$ cat src/rtl/pipe_ctrl_unit.sv
// Pipeline control unit: carries decoded controls from ID through ID/EX,
// EX/MEM and MEM/WB, detects load-use hazards and inserts bubbles, produces
// forwarding selects and redirects fetch for branches/jumps resolved in ID.
module pipe_ctrl_unit #(
    parameter int RA_W  = 5,
    parameter int AOP_W = 2
) (
    input  logic             clk_i,
    input  logic             rst_i,
    input  logic             RegDst_i,
    input  logic             ALUSrc_i,
    input  logic             MemtoReg_i,
    input  logic             RegWrite_i,
    input  logic             MemWrite_i,
    input  logic             MemRead_i,
    input  logic             Branch_i,
    input  logic             Jump_i,
    input  logic [AOP_W-1:0] ALUOp_i,
    input  logic [RA_W-1:0]  rs_i,
    input  logic [RA_W-1:0]  rt_i,
    input  logic [RA_W-1:0]  rd_i,
    input  logic             eq_i,
    output logic             PCWrite_o,
    output logic             IFIDWrite_o,
    output logic             IFFlush_o,
    output logic [1:0]       PCSrc_o,
    output logic             ALUSrc_ex_o,
    output logic [AOP_W-1:0] ALUOp_ex_o,
    output logic [1:0]       ForwardA_o,
    output logic [1:0]       ForwardB_o,
    output logic             MemRead_mem_o,
    output logic             MemWrite_mem_o,
    output logic             RegWrite_wb_o,
    output logic             MemtoReg_wb_o,
    output logic [RA_W-1:0]  dst_wb_o
);

    // ID/EX stage
    logic             regdst_ex, alusrc_ex, memtoreg_ex, regwrite_ex;
    logic             memwrite_ex, memread_ex;
    logic [AOP_W-1:0] aluop_ex;
    logic [RA_W-1:0]  rs_ex, rt_ex, rd_ex, dst_ex;

    // EX/MEM stage
    logic             memtoreg_mem, regwrite_mem, memwrite_mem, memread_mem;
    logic [RA_W-1:0]  dst_mem;

    // MEM/WB stage
    logic             memtoreg_wb, regwrite_wb;
    logic [RA_W-1:0]  dst_wb;

    logic             stall;
    logic             no_reg_result;

    // Load-use hazard: a load in EX whose target is read by the instruction in ID
    always_comb begin
        stall = memread_ex && (rt_ex != '0) && ((rt_ex == rs_i) || (rt_ex == rt_i));
    end

    // Stores, branches and jumps carry don't-care bits for result/load controls
    always_comb begin
        no_reg_result = MemWrite_i | Branch_i | Jump_i;
    end

    // ID/EX register: gated decoder controls, or a bubble while stalled
    always_ff @(posedge clk_i or posedge rst_i) begin
        if (rst_i) begin
            regdst_ex   <= 1'b0;
            alusrc_ex   <= 1'b0;
            memtoreg_ex <= 1'b0;
            regwrite_ex <= 1'b0;
            memwrite_ex <= 1'b0;
            memread_ex  <= 1'b0;
            aluop_ex    <= '0;
            rs_ex       <= '0;
            rt_ex       <= '0;
            rd_ex       <= '0;
        end else begin
            rs_ex <= rs_i;
            rt_ex <= rt_i;
            rd_ex <= rd_i;
            if (stall) begin
                regdst_ex   <= 1'b0;
                alusrc_ex   <= 1'b0;
                memtoreg_ex <= 1'b0;
                regwrite_ex <= 1'b0;
                memwrite_ex <= 1'b0;
                memread_ex  <= 1'b0;
                aluop_ex    <= '0;
            end else begin
                regdst_ex   <= RegDst_i   & ~no_reg_result;
                alusrc_ex   <= ALUSrc_i;
                memtoreg_ex <= MemtoReg_i & ~no_reg_result;
                regwrite_ex <= RegWrite_i & ~no_reg_result;
                memwrite_ex <= MemWrite_i;
                memread_ex  <= MemRead_i  & ~no_reg_result;
                aluop_ex    <= ALUOp_i;
            end
        end
    end

    // Destination register selected in EX
    always_comb begin
        dst_ex = regdst_ex ? rd_ex : rt_ex;
    end

    // EX/MEM register
    always_ff @(posedge clk_i or posedge rst_i) begin
        if (rst_i) begin
            memtoreg_mem <= 1'b0;
            regwrite_mem <= 1'b0;
            memwrite_mem <= 1'b0;
            memread_mem  <= 1'b0;
            dst_mem      <= '0;
        end else begin
            memtoreg_mem <= memtoreg_ex;
            regwrite_mem <= regwrite_ex;
            memwrite_mem <= memwrite_ex;
            memread_mem  <= memread_ex;
            dst_mem      <= dst_ex;
        end
    end

    // MEM/WB register
    always_ff @(posedge clk_i or posedge rst_i) begin
        if (rst_i) begin
            memtoreg_wb <= 1'b0;
            regwrite_wb <= 1'b0;
            dst_wb      <= '0;
        end else begin
            memtoreg_wb <= memtoreg_mem;
            regwrite_wb <= regwrite_mem;
            dst_wb      <= dst_mem;
        end
    end

    // Fetch redirect for jumps/taken branches; a stall holds off the redirect
    always_comb begin
        PCSrc_o   = 2'b00;
        IFFlush_o = 1'b0;
        if (!stall) begin
            if (Jump_i) begin
                PCSrc_o   = 2'b10;
                IFFlush_o = 1'b1;
            end else if (Branch_i && eq_i) begin
                PCSrc_o   = 2'b01;
                IFFlush_o = 1'b1;
            end
        end
    end

    // Forwarding selects, EX/MEM result preferred over MEM/WB
    always_comb begin
        ForwardA_o = 2'b00;
        ForwardB_o = 2'b00;
        if (regwrite_mem && (dst_mem != '0) && (dst_mem == rs_ex)) begin
            ForwardA_o = 2'b10;
        end else if (regwrite_wb && (dst_wb != '0) && (dst_wb == rs_ex)) begin
            ForwardA_o = 2'b01;
        end
        if (regwrite_mem && (dst_mem != '0) && (dst_mem == rt_ex)) begin
            ForwardB_o = 2'b10;
        end else if (regwrite_wb && (dst_wb != '0) && (dst_wb == rt_ex)) begin
            ForwardB_o = 2'b01;
        end
    end

    // Stage controls to the datapath
    always_comb begin
        PCWrite_o      = ~stall;
        IFIDWrite_o    = ~stall;
        ALUSrc_ex_o    = alusrc_ex;
        ALUOp_ex_o     = aluop_ex;
        MemRead_mem_o  = memread_mem;
        MemWrite_mem_o = memwrite_mem;
        RegWrite_wb_o  = regwrite_wb;
        MemtoReg_wb_o  = memtoreg_wb;
        dst_wb_o       = dst_wb;
    end

endmodule

$ cat config.mk
export PLATFORM = sky130hd
export DESIGN_NAME = pipe_ctrl_unit
export DESIGN_NICKNAME = d
export VERILOG_FILES = /design/src/rtl/pipe_ctrl_unit.sv
export SDC_FILE = /design/constraint.sdc
export NUM_CORES = 1
export LEC_CHECK = 0
export ABC_AREA = 1
export CORE_UTILIZATION = 46
export DETAILED_ROUTE_END_ITERATION = 6
export GPL_TIMING_DRIVEN = 0
export PLACE_DENSITY = 0.78
export SKIP_LAST_GASP = 1
export SLEW_MARGIN = 0
export SYNTH_ARGS = -nofsm -noshare
export SYNTH_HDL_FRONTEND = slang
export SYNTH_SLANG_ARGS = --single-unit
$ cat constraint.sdc
create_clock -name clk_i -period 2 [get_ports clk_i]
set_input_delay 0.5 -clock clk_i [delete_from_list [all_inputs] [get_ports clk_i]]
set_output_delay 0.5 -clock clk_i [all_outputs]
set_load 0.02 [all_outputs]
==> flow_metrics.env, run 1 <==
export IMPL_max_freq_ghz=0.455
export IMPL_yosysWarnings=0
export IMPL_violations="setup timing"
export IMPL_nets=271
export IMPL_antenna_found_initial=0
export IMPL_drtIter0Drc=20
export IMPL_cts_buffers=5
export IMPL_crit_fanout=5
export IMPL_netlist_top_cells_count="dfrtp_1 (39), nand2_1 (39), inv_1 (17)"
export IMPL_ios=49
export IMPL_relSlewSlack=0.488
export IMPL_worstMarginPinSlew_ns=0.766
export IMPL_maxSlewViolCount=0
export IMPL_reg2reg_slack_ns=0.59
export IMPL_rsz0062_at_grt="yes"
export IMPL_synth_area_leaders="dfrtp_1 (58%), nand2_1 (8.7%), xnor2_1 (7.8%)"
export IMPL_cts_buffer_depth=2
export IMPL_drv_cap=0
export IMPL_ys_ff_latch=39
export IMPL_netlist_instances=174
export IMPL_cts_root_buf="clkbuf_4"
export IMPL_clkLatencyLatePin_ns=0.35
export IMPL_synth_edf_count=0
export IMPL_gr_max_usage_layer="met2"
export IMPL_cts_tree="yes"
export IMPL_gr_usage_met2=0.307
export IMPL_clk_pin_slew_worst_paths_ns=0.11
export IMPL_postCtsHoldBufs=0
export IMPL_dp_slack_ns=-0.872
export IMPL_n_fill_cell=246
export IMPL_ys_seq_area_frac=0.580
export IMPL_crit_type="input pin to output pin"
export IMPL_arrival_ns=1.70
export IMPL_area_delta_synth_final_pct=46.4
export IMPL_vias=1327
export IMPL_max_vdd_ir_drop_mv=0.711
export IMPL_critPathLaunchType="input pin"
export IMPL_io_buffers=48
export IMPL_drtPass1Iterations=4
export IMPL_overflow=0
export IMPL_finalCriticalPeriod_ns=2.20
export IMPL_ys_async_sr_fraction=1.00
export IMPL_status="finished with violations"
export IMPL_cts_sinks=39
export IMPL_die_area_mm2=0.00390
export IMPL_power_mw=1.69
export IMPL_cts_max_level=2
export IMPL_grtUsageMet1=0.220
export IMPL_drc=0
export IMPL_slowest_stage="dlygate4sd2_1"
export IMPL_avgSynthCellArea_um2=9.66
export IMPL_fin_skew_ns=0.00984
export IMPL_routabilityCongestion=0.822
export IMPL_synth_distinct_cells=18
export IMPL_met3_usage=0.0511
export IMPL_hold_viol=0
export IMPL_grt_pass1_vias=1263
export IMPL_syn_area_mm2=0.00168
export IMPL_synth_top_area_cell="dfrtp_1"
export IMPL_critPathMostFrequentCell="buf_6"
export IMPL_setup_viol=8
export IMPL_crit_chain="dlygate4sd2_1 -> inv_1 -> nand2_1 -> nand2_1 -> nor2_1 -> nand3_1 -> nand2_2 -> buf_6 -> nand2_4 -> buf_6 -> buf_6"
export IMPL_critPathCaptureType="output pin"
export IMPL_core_mm2=0.00342
export IMPL_die_h_um=62.5
export IMPL_slowest_delay_ns=0.26
export IMPL_die_w_um=62.5
export IMPL_initial_core_util=0.492
export IMPL_synth_main_ff_cell="dfrtp_1"
export IMPL_viasPerCell=4.58
export IMPL_dpl_hpwl_um=2370
export IMPL_synth_top_area_frac=0.580
export IMPL_grt_total_usage=0.186
export IMPL_rows=21
export IMPL_grt_max_degree=40
export IMPL_setup_slack_ns=-0.197
export IMPL_wire_per_inst_um=11.7
export IMPL_synth_nets=202
export IMPL_routed_wl_um=3410
export IMPL_required_ns=1.50
export IMPL_drive_gt1_frac=0.250
export IMPL_power_density_mw_per_mm2=686
export IMPL_grt_first_pass_wirelength_um=5460
export IMPL_hp_class="flop to flop"
export IMPL_p_leak_nw=1.21
export IMPL_ant_nets=0
export IMPL_diodes=0
export IMPL_period_share=1.10
-- final timing paths --
path | startpoint | end | cells past startpoint
min reg2reg | memtoreg_ex | memtoreg_mem | 0
min in group asynchronous | rst_i | RegWrite_wb_o | 2
max in group asynchronous | rst_i | rt_ex[3] | 2
min | memtoreg_ex | memtoreg_mem | 0
max reg2reg | rt_ex[2] | memtoreg_ex | 8
max | rs_i[1] | PCWrite_o | 11
-- cells by family after synthesis --
kind of cell,count (synthesis),synth area share
and+or+nand+nor,66,0.159
DFF,39,0.580
buffers and inverters,28,0.0848
xor gates and xnor gates,22,0.115
AOI/OAI and AO/OA,19,0.0610
-- per-layer routing --
metal,vias to the layer above,wire (µm),share of wire
met4,0,132,0.039
met3,14,122,0.036
met5,-,0,0
met2,36,1710,0.50
li1,675,-,-
met1,602,1440,0.42
-- cell type report --
cell class	count	area, µm²	area share
Timing Repair Buffer	63	573	0.233
Tap cell	46	57.6	0.0234
Inverter	21	81.3	0.0330
Multi-Input combinational cell	107	623	0.253
Clock inverter	2	35.0	0.0142
Buffer	6	60.1	0.0244
Sequential cell	39	981	0.398
Clock buffer	6	51.3	0.0208
-- cells in the final DEF (no fill, tap or decap) --
cell type        instances
a21oi_1                  9
clkdlybuf4s50_1         29
dfrtp_2                  4
inv_1                   15
nand2_2                  2
nand3_1                  5
dlygate4sd2_1           10
clkinv_2                 1
nand2_1                 37
xnor2_2                  4
o21ai_1                  1
o21ai_0                  5
nand2_4                  1
xnor2_1                 11
inv_2                    5
buf_4                   20
a21oi_2                  3
xor2_1                   7
nor3_2                   2
dfrtp_1                 35
clkbuf_1                 1
nor3_1                   3
nor2_1                  13
clkbuf_4                 5
inv_4                    1
nand4_1                  2
nor2_2                   1
buf_6                    9
o21ai_2                  1
bufinv_16                1
clkbuf_8                 1
-- where the power goes --
part,leakage [nW],switching [mW],total (mW),internal [mW]
combinational,0.689,0.132,0.282,0.150
sequential,0.470,0.0346,0.862,0.828
clock,0.0482,0.249,0.545,0.295
-- sequential cells by signal (all words and copies together) (netlist names), 2 cells and up --
register	flops
dst_mem	5
dst_wb_o	5
rd_ex	5
rs_ex	5
rt_ex	5
ALUOp_ex_o	2
-- per-stage QoR --
stage / setup TNS (ns) / cell area [µm²] / cells / util / hold slack, ns
6_report: -1.01 / 2460 / 290 / 0.721 / 0.360
5_1_grt: -2.05 / 2460 / 290 / 0.721 / 0.367
4_1_cts: -0.829 / 2350 / 282 / 0.689 / 0.360
3_5_place_dp: -4.27 / 2220 / 268 / 0.650 / 0.335
3_3_place_gp: -10.57 / 2220 / 268 / 0.650 / 0.332
2_1_floorplan: 0 / 1680 / 174 / - / 0.331
-- timing repair --
item | CTS | global route
setup endpoints to repair | 9 | 9
pin swaps | 14 | 15
setup buffers | 7 | 8
gates resized for setup | 64 | 15
-- worst max-delay path, delay by kind of cell --
kind,cells,cell delay (ns)
buffers and inverters,5,0.69
AND/OR/NAND/NOR,6,0.52
(Power assumes the default switching activity.)
==> inputs of run 2 (changes only) <==
--- a/config.mk
+++ b/config.mk
@@ -8,2 +8,3 @@
 export ABC_AREA = 1
+export CAP_MARGIN = 20
 export CORE_UTILIZATION = 46
--- a/constraint.sdc
+++ b/constraint.sdc
@@ -3,2 +3,2 @@
 set_output_delay 0.5 -clock clk_i [all_outputs]
-set_load 0.02 [all_outputs]
+set_load 0.05 [all_outputs]
==> run 2 against run 1 <==
Compared with the run above:
- the flow still finishes with violations (setup timing)
- clock skew shrank 0.00086 ns
- power grew 9.3%
- sequential power grew 0.5%
- fmax shrank 1.1%
- clock-buffer cell count shrank 1
- clock power grew 20%
- via count grew 1.3%
- global-route usage grew 0.90 points
- combinational power grew 15%
- core utilization grew 2.4 points
- critical path depth shrank 3
- sequential share of layout area shrank 1.2 points
- largest power group unchanged
==> flow_metrics.env, run 2 (synthesized netlist as in run 1, its figures left out) <==
export IMPL_status="finished with violations"
export IMPL_violations="setup timing"
export IMPL_dp_slack_ns=-1.01
export IMPL_cts_tree="yes"
export IMPL_relSlewSlack=0.491
export IMPL_antenna_found_initial=0
export IMPL_core_mm2=0.00342
export IMPL_hold_start="regwrite_ex"
export IMPL_critPathCaptureType="output pin"
export IMPL_wire_per_inst_um=12.6
export IMPL_final_cell_mix="nand2_1 (34), dfrtp_1 (33), dlygate4sd2_1 (22)"
export IMPL_arrival_ns=1.72
export IMPL_drtIter0Drc=32
export IMPL_hold_depth=0
export IMPL_power_frac_seq=0.469
export IMPL_drv_cap=0
export IMPL_max_freq_ghz=0.450
export IMPL_setup_slack_ns=-0.222
export IMPL_grtUsageMet1=0.219
export IMPL_crit_start="rt_ex[2]"
export IMPL_grt_max_degree=40
export IMPL_nets=269
export IMPL_met3_usage=0.0511
export IMPL_gr_max_usage_layer="met2"
export IMPL_maxSlewViolCount=0
export IMPL_vias=1344
export IMPL_swShare=0.262
export IMPL_p_leak_nw=1.26
export IMPL_stdcell_area_mm2=0.00254
export IMPL_overflow=0
export IMPL_grt_first_pass_wirelength_um=5640
export IMPL_rr_startpoint="rt_ex[2]"
export IMPL_die_w_um=62.5
export IMPL_drive_gt1_frac=0.285
export IMPL_internal_power_mw=1.36
export IMPL_rows=21
export IMPL_n_fill_cell=245
export IMPL_required_ns=1.50
export IMPL_viasPerCell=4.67
export IMPL_drtPass1Iterations=3
export IMPL_p_sw_uw=483
export IMPL_die_h_um=62.5
export IMPL_crit_fanout=5
export IMPL_p_clk_frac=0.354
export IMPL_place_area_mm2=0.00226
export IMPL_die_area_mm2=0.00390
export IMPL_max_vdd_ir_drop_mv=0.453
export IMPL_diodes=0
export IMPL_initial_core_util=0.492
export IMPL_worstMarginPinSlew_ns=0.763
export IMPL_postCtsHoldBufs=0
export IMPL_clkLatencyLatePin_ns=0.36
export IMPL_power_density_mw_per_mm2=725
export IMPL_dpl_hpwl_um=2320
export IMPL_cts_buffers=5
export IMPL_grt_pass1_vias=1276
export IMPL_r2r_cells=8
export IMPL_routabilityCongestion=0.839
export IMPL_final_common_cell="nand2_1"
export IMPL_ant_nets=0
export IMPL_cts_buffer_depth=2
export IMPL_io_buffers=48
export IMPL_period_share=1.11
export IMPL_cts_max_level=2
export IMPL_fin_skew_ns=0.00899
export IMPL_gr_usage_met2=0.338
export IMPL_cts_sinks=39
export IMPL_ios=49
export IMPL_drc=0
export IMPL_power_mw=1.85
export IMPL_critPathLaunchType="flop"
export IMPL_power_frac_comb=0.176
export IMPL_clk_pin_slew_worst_paths_ns=0.12
export IMPL_tns_ns=-1.55
export IMPL_routed_wl_um=3630
export IMPL_finalCriticalPeriod_ns=2.22
export IMPL_area_delta_synth_final_pct=51.3
export IMPL_crit_type="flop to output pin"
export IMPL_setup_viol=9
export IMPL_cts_root_buf="clkbuf_4"
export IMPL_grt_total_usage=0.195
export IMPL_hold_viol=0
export IMPL_hp_class="flop to flop"
export IMPL_rsz0062_at_grt="yes"
run 2: cell count changes in the layout (fill, tap and decap cells not counted), sizes merged:
cell,change
clkdlybuf4s50,-12
dlygate4sd2,+12
buf,-2
bufinv,+1
clkbuf,-1
clkinv,-1
clkinvlp,+1
run 2: worst paths after layout:
check	to	slack, ns
setup reg to reg	memread_ex	0.54
min in group asynchronous	memtoreg_mem	0.59
max in group asynchronous	rt_ex[0]	0.87
setup / recovery	PCSrc_o[0]	-0.22
hold / removal	regwrite_mem	0.35
hold reg to reg	regwrite_mem	0.35
run 2: per-layer routing:
layer | share of wire | vias up
met5 | 0 | -
met4 | 0.025 | 0
met3 | 0.032 | 9
met2 | 0.53 | 32
met1 | 0.41 | 636
li1 | - | 667
run 2: power by group through the flow:
stage | clock (mW) | sequential (mW) | combinational (mW)
final | 0.654 | 0.866 | 0.325
after global routing | 0.705 | 0.872 | 0.351
after CTS | 0.669 | 0.862 | 0.294
after detailed placement | 0 | 0.875 | 0.299
after global placement | 0 | 0.874 | 0.294
after floorplan | 0 | 0.915 | 0.139
run 2: repair_timing:
action,4_1_cts,5_1_grt
pin swaps,13,23
buffers inserted,6,7
setup endpoints to repair,21,9
resized for setup,91,20
run 2: worst max-delay path, stage by stage (launching register included):
cell     delay, ns
dfrtp_1       0.39
buf_6         0.14
inv_4         0.06
nand4_1       0.08
o21ai_1       0.15
inv_1         0.10
buf_6         0.15
a21oi_4       0.14
buf_6         0.16
run 2: final cells by class:
type                            count  area [µm²]  share of cell area
Inverter                           21        81.3              0.0320
Buffer                              6        60.1              0.0236
Timing Repair Buffer               61         562               0.221
Clock inverter                      3        67.6              0.0266
Clock buffer                        5        37.5              0.0148
Tap cell                           46        57.6              0.0226
Multi-Input combinational cell    107         694               0.273
Sequential cell                    39         983               0.387
run 2: stage by stage:
step                hold WS, ns  std cells   util
floorplan                 0.331        174      -
global placement          0.333        268  0.662
detailed placement        0.335        268  0.662
CTS                       0.362        281  0.704
global route              0.366        288  0.745
finish                    0.354        288  0.745
==> inputs of run 3 (changes only) <==
Settings changed: RECOVER_POWER set to 25.
==> run 3 against run 2 <==
Compared with the run above:
- the flow still finishes with violations (setup timing)
- largest power group unchanged
- register-to-register slack about the same
- final area decreased by 0.15%
- core utilization decreased by 0.11 points
==> flow_metrics.env, run 3 (synthesized netlist as in run 1, its figures left out) <==
export IMPL_status="finished with violations"
export IMPL_violations="setup timing"
export IMPL_hold_viol=0
export IMPL_maxSlewViolCount=0
export IMPL_drtIter0Drc=32
export IMPL_viasPerCell=4.67
export IMPL_cts_sinks=39
export IMPL_max_vdd_ir_drop_mv=0.453
export IMPL_postCtsHoldBufs=0
export IMPL_drc=0
export IMPL_r2r_end="memread_ex"
export IMPL_r2r_cells=8
export IMPL_die_h_um=62.5
export IMPL_fin_skew_ns=0.00898
export IMPL_drive_gt1_frac=0.273
export IMPL_routabilityCongestion=0.839
export IMPL_reg2reg_slack_ns=0.54
export IMPL_dpl_hpwl_um=2320
export IMPL_grt_max_degree=40
export IMPL_clk_pin_slew_worst_paths_ns=0.12
export IMPL_grt_total_usage=0.195
export IMPL_antenna_found_initial=0
export IMPL_drtPass1Iterations=3
export IMPL_cts_root_buf="clkbuf_4"
export IMPL_stdcell_area_mm2=0.00254
export IMPL_io_buffers=48
export IMPL_crit_fanout=5
export IMPL_power_mw=1.84
export IMPL_hold_start="regwrite_ex"
export IMPL_hp_class="flop to flop"
export IMPL_final_cells=288
export IMPL_power_density_mw_per_mm2=726
export IMPL_worstMarginPinSlew_ns=0.763
export IMPL_area_delta_synth_final_pct=51.0
export IMPL_final_common_cell="dfrtp_1"
export IMPL_final_cell_mix="dfrtp_1 (36), nand2_1 (34), dlygate4sd2_1 (22)"
export IMPL_die_w_um=62.5
export IMPL_crit_type="flop to output pin"
export IMPL_cts_buffer_depth=2
export IMPL_ios=49
export IMPL_rows=21
export IMPL_core_mm2=0.00342
export IMPL_diodes=0
export IMPL_arrival_ns=1.72
export IMPL_overflow=0
export IMPL_dp_cells=268
export IMPL_ant_nets=0
export IMPL_grt_first_pass_wirelength_um=5640
export IMPL_hold_depth=0
export IMPL_setup_slack_ns=-0.222
export IMPL_cts_tree="yes"
export IMPL_whs_endpoint="regwrite_mem"
export IMPL_routed_wl_um=3630
export IMPL_grt_pass1_vias=1276
export IMPL_critPathLaunchType="flop"
export IMPL_required_ns=1.50
export IMPL_max_freq_ghz=0.450
export IMPL_cts_max_level=2
export IMPL_place_area_mm2=0.00226
export IMPL_relSlewSlack=0.490
export IMPL_critPathCaptureType="output pin"
export IMPL_cts_buffers=5
export IMPL_rsz0062_at_grt="yes"
export IMPL_p_leak_nw=1.27
export IMPL_wire_per_inst_um=12.6
export IMPL_rr_startpoint="rt_ex[2]"
export IMPL_finalCriticalPeriod_ns=2.22
export IMPL_setup_viol=9
export IMPL_nets=269
export IMPL_die_area_mm2=0.00390
export IMPL_period_share=1.11
export IMPL_initial_core_util=0.492
export IMPL_vias=1344
export IMPL_clkLatencyLatePin_ns=0.36
export IMPL_drv_cap=0
==> run 3: repair_timing <==
item / in CTS / in global routing
setup endpoints to repair: 21 / 9
pin swaps: 13 / 23
resized for setup: 91 / 20
buffers inserted: 6 / 7
==> run 3: cell type report <==
class / instances / area, µm²
clock inverters: 3 / 67.6
clock buffers: 5 / 37.5
fillers: 246 / 876
flip-flops and latches: 39 / 980
plain buffers: 6 / 60.1
inverters: 21 / 81.3
repair buffers: 61 / 562
well taps: 46 / 57.6
multi-input cells: 107 / 694
==> run 3: worst max-delay path: stages, from the launching register on <==
cell	delay, ns
dfrtp_1	0.39
buf_6	0.14
inv_4	0.06
nand4_1	0.08
o21ai_1	0.15
inv_1	0.10
buf_6	0.15
a21oi_4	0.14
buf_6	0.16
==> run 3: worst max-delay path by stage <==
stage               cells after the start         from            end
global placement                       11      rs_i[3]      PCWrite_o
floorplan                               6  dst_wb_o[2]  ForwardB_o[0]
detailed placement                     11      rs_i[3]      PCWrite_o
finish                                  8     rt_ex[2]     PCSrc_o[0]
CTS                                    11     rt_ex[2]      PCWrite_o
global route                           11     rt_ex[4]      PCWrite_o
==> run 3: report_power, final <==
part,internal [mW],switching [mW]
combinational,0.144,0.180
sequential,0.827,0.0377
clock,0.388,0.265
total,1.36,0.483
==> run 3: through the flow <==
step / setup WS [ns] / hold slack, ns / utilization / TNS (ns)
6_report: -0.222 / 0.354 / 0.744 / -1.61
5_1_grt: -0.336 / 0.366 / 0.744 / -2.61
4_1_cts: -0.253 / 0.362 / 0.704 / -1.65
3_5_place_dp: -1.01 / 0.335 / 0.662 / -6.10
3_3_place_gp: -1.00 / 0.333 / 0.662 / -12.12
2_1_floorplan: -0.00553 / 0.331 / - / -0.00553
==> run 3: layer usage <==
metal	routed length [µm]	vias to the layer above	GRT usage	part of all wire
met1	1500	636	0.219	0.41
li1	-	667	-	-
met3	118	9	0.0511	0.033
met4	90	0	0.0988	0.025
met5	0	-	0	0
met2	1930	32	0.338	0.53
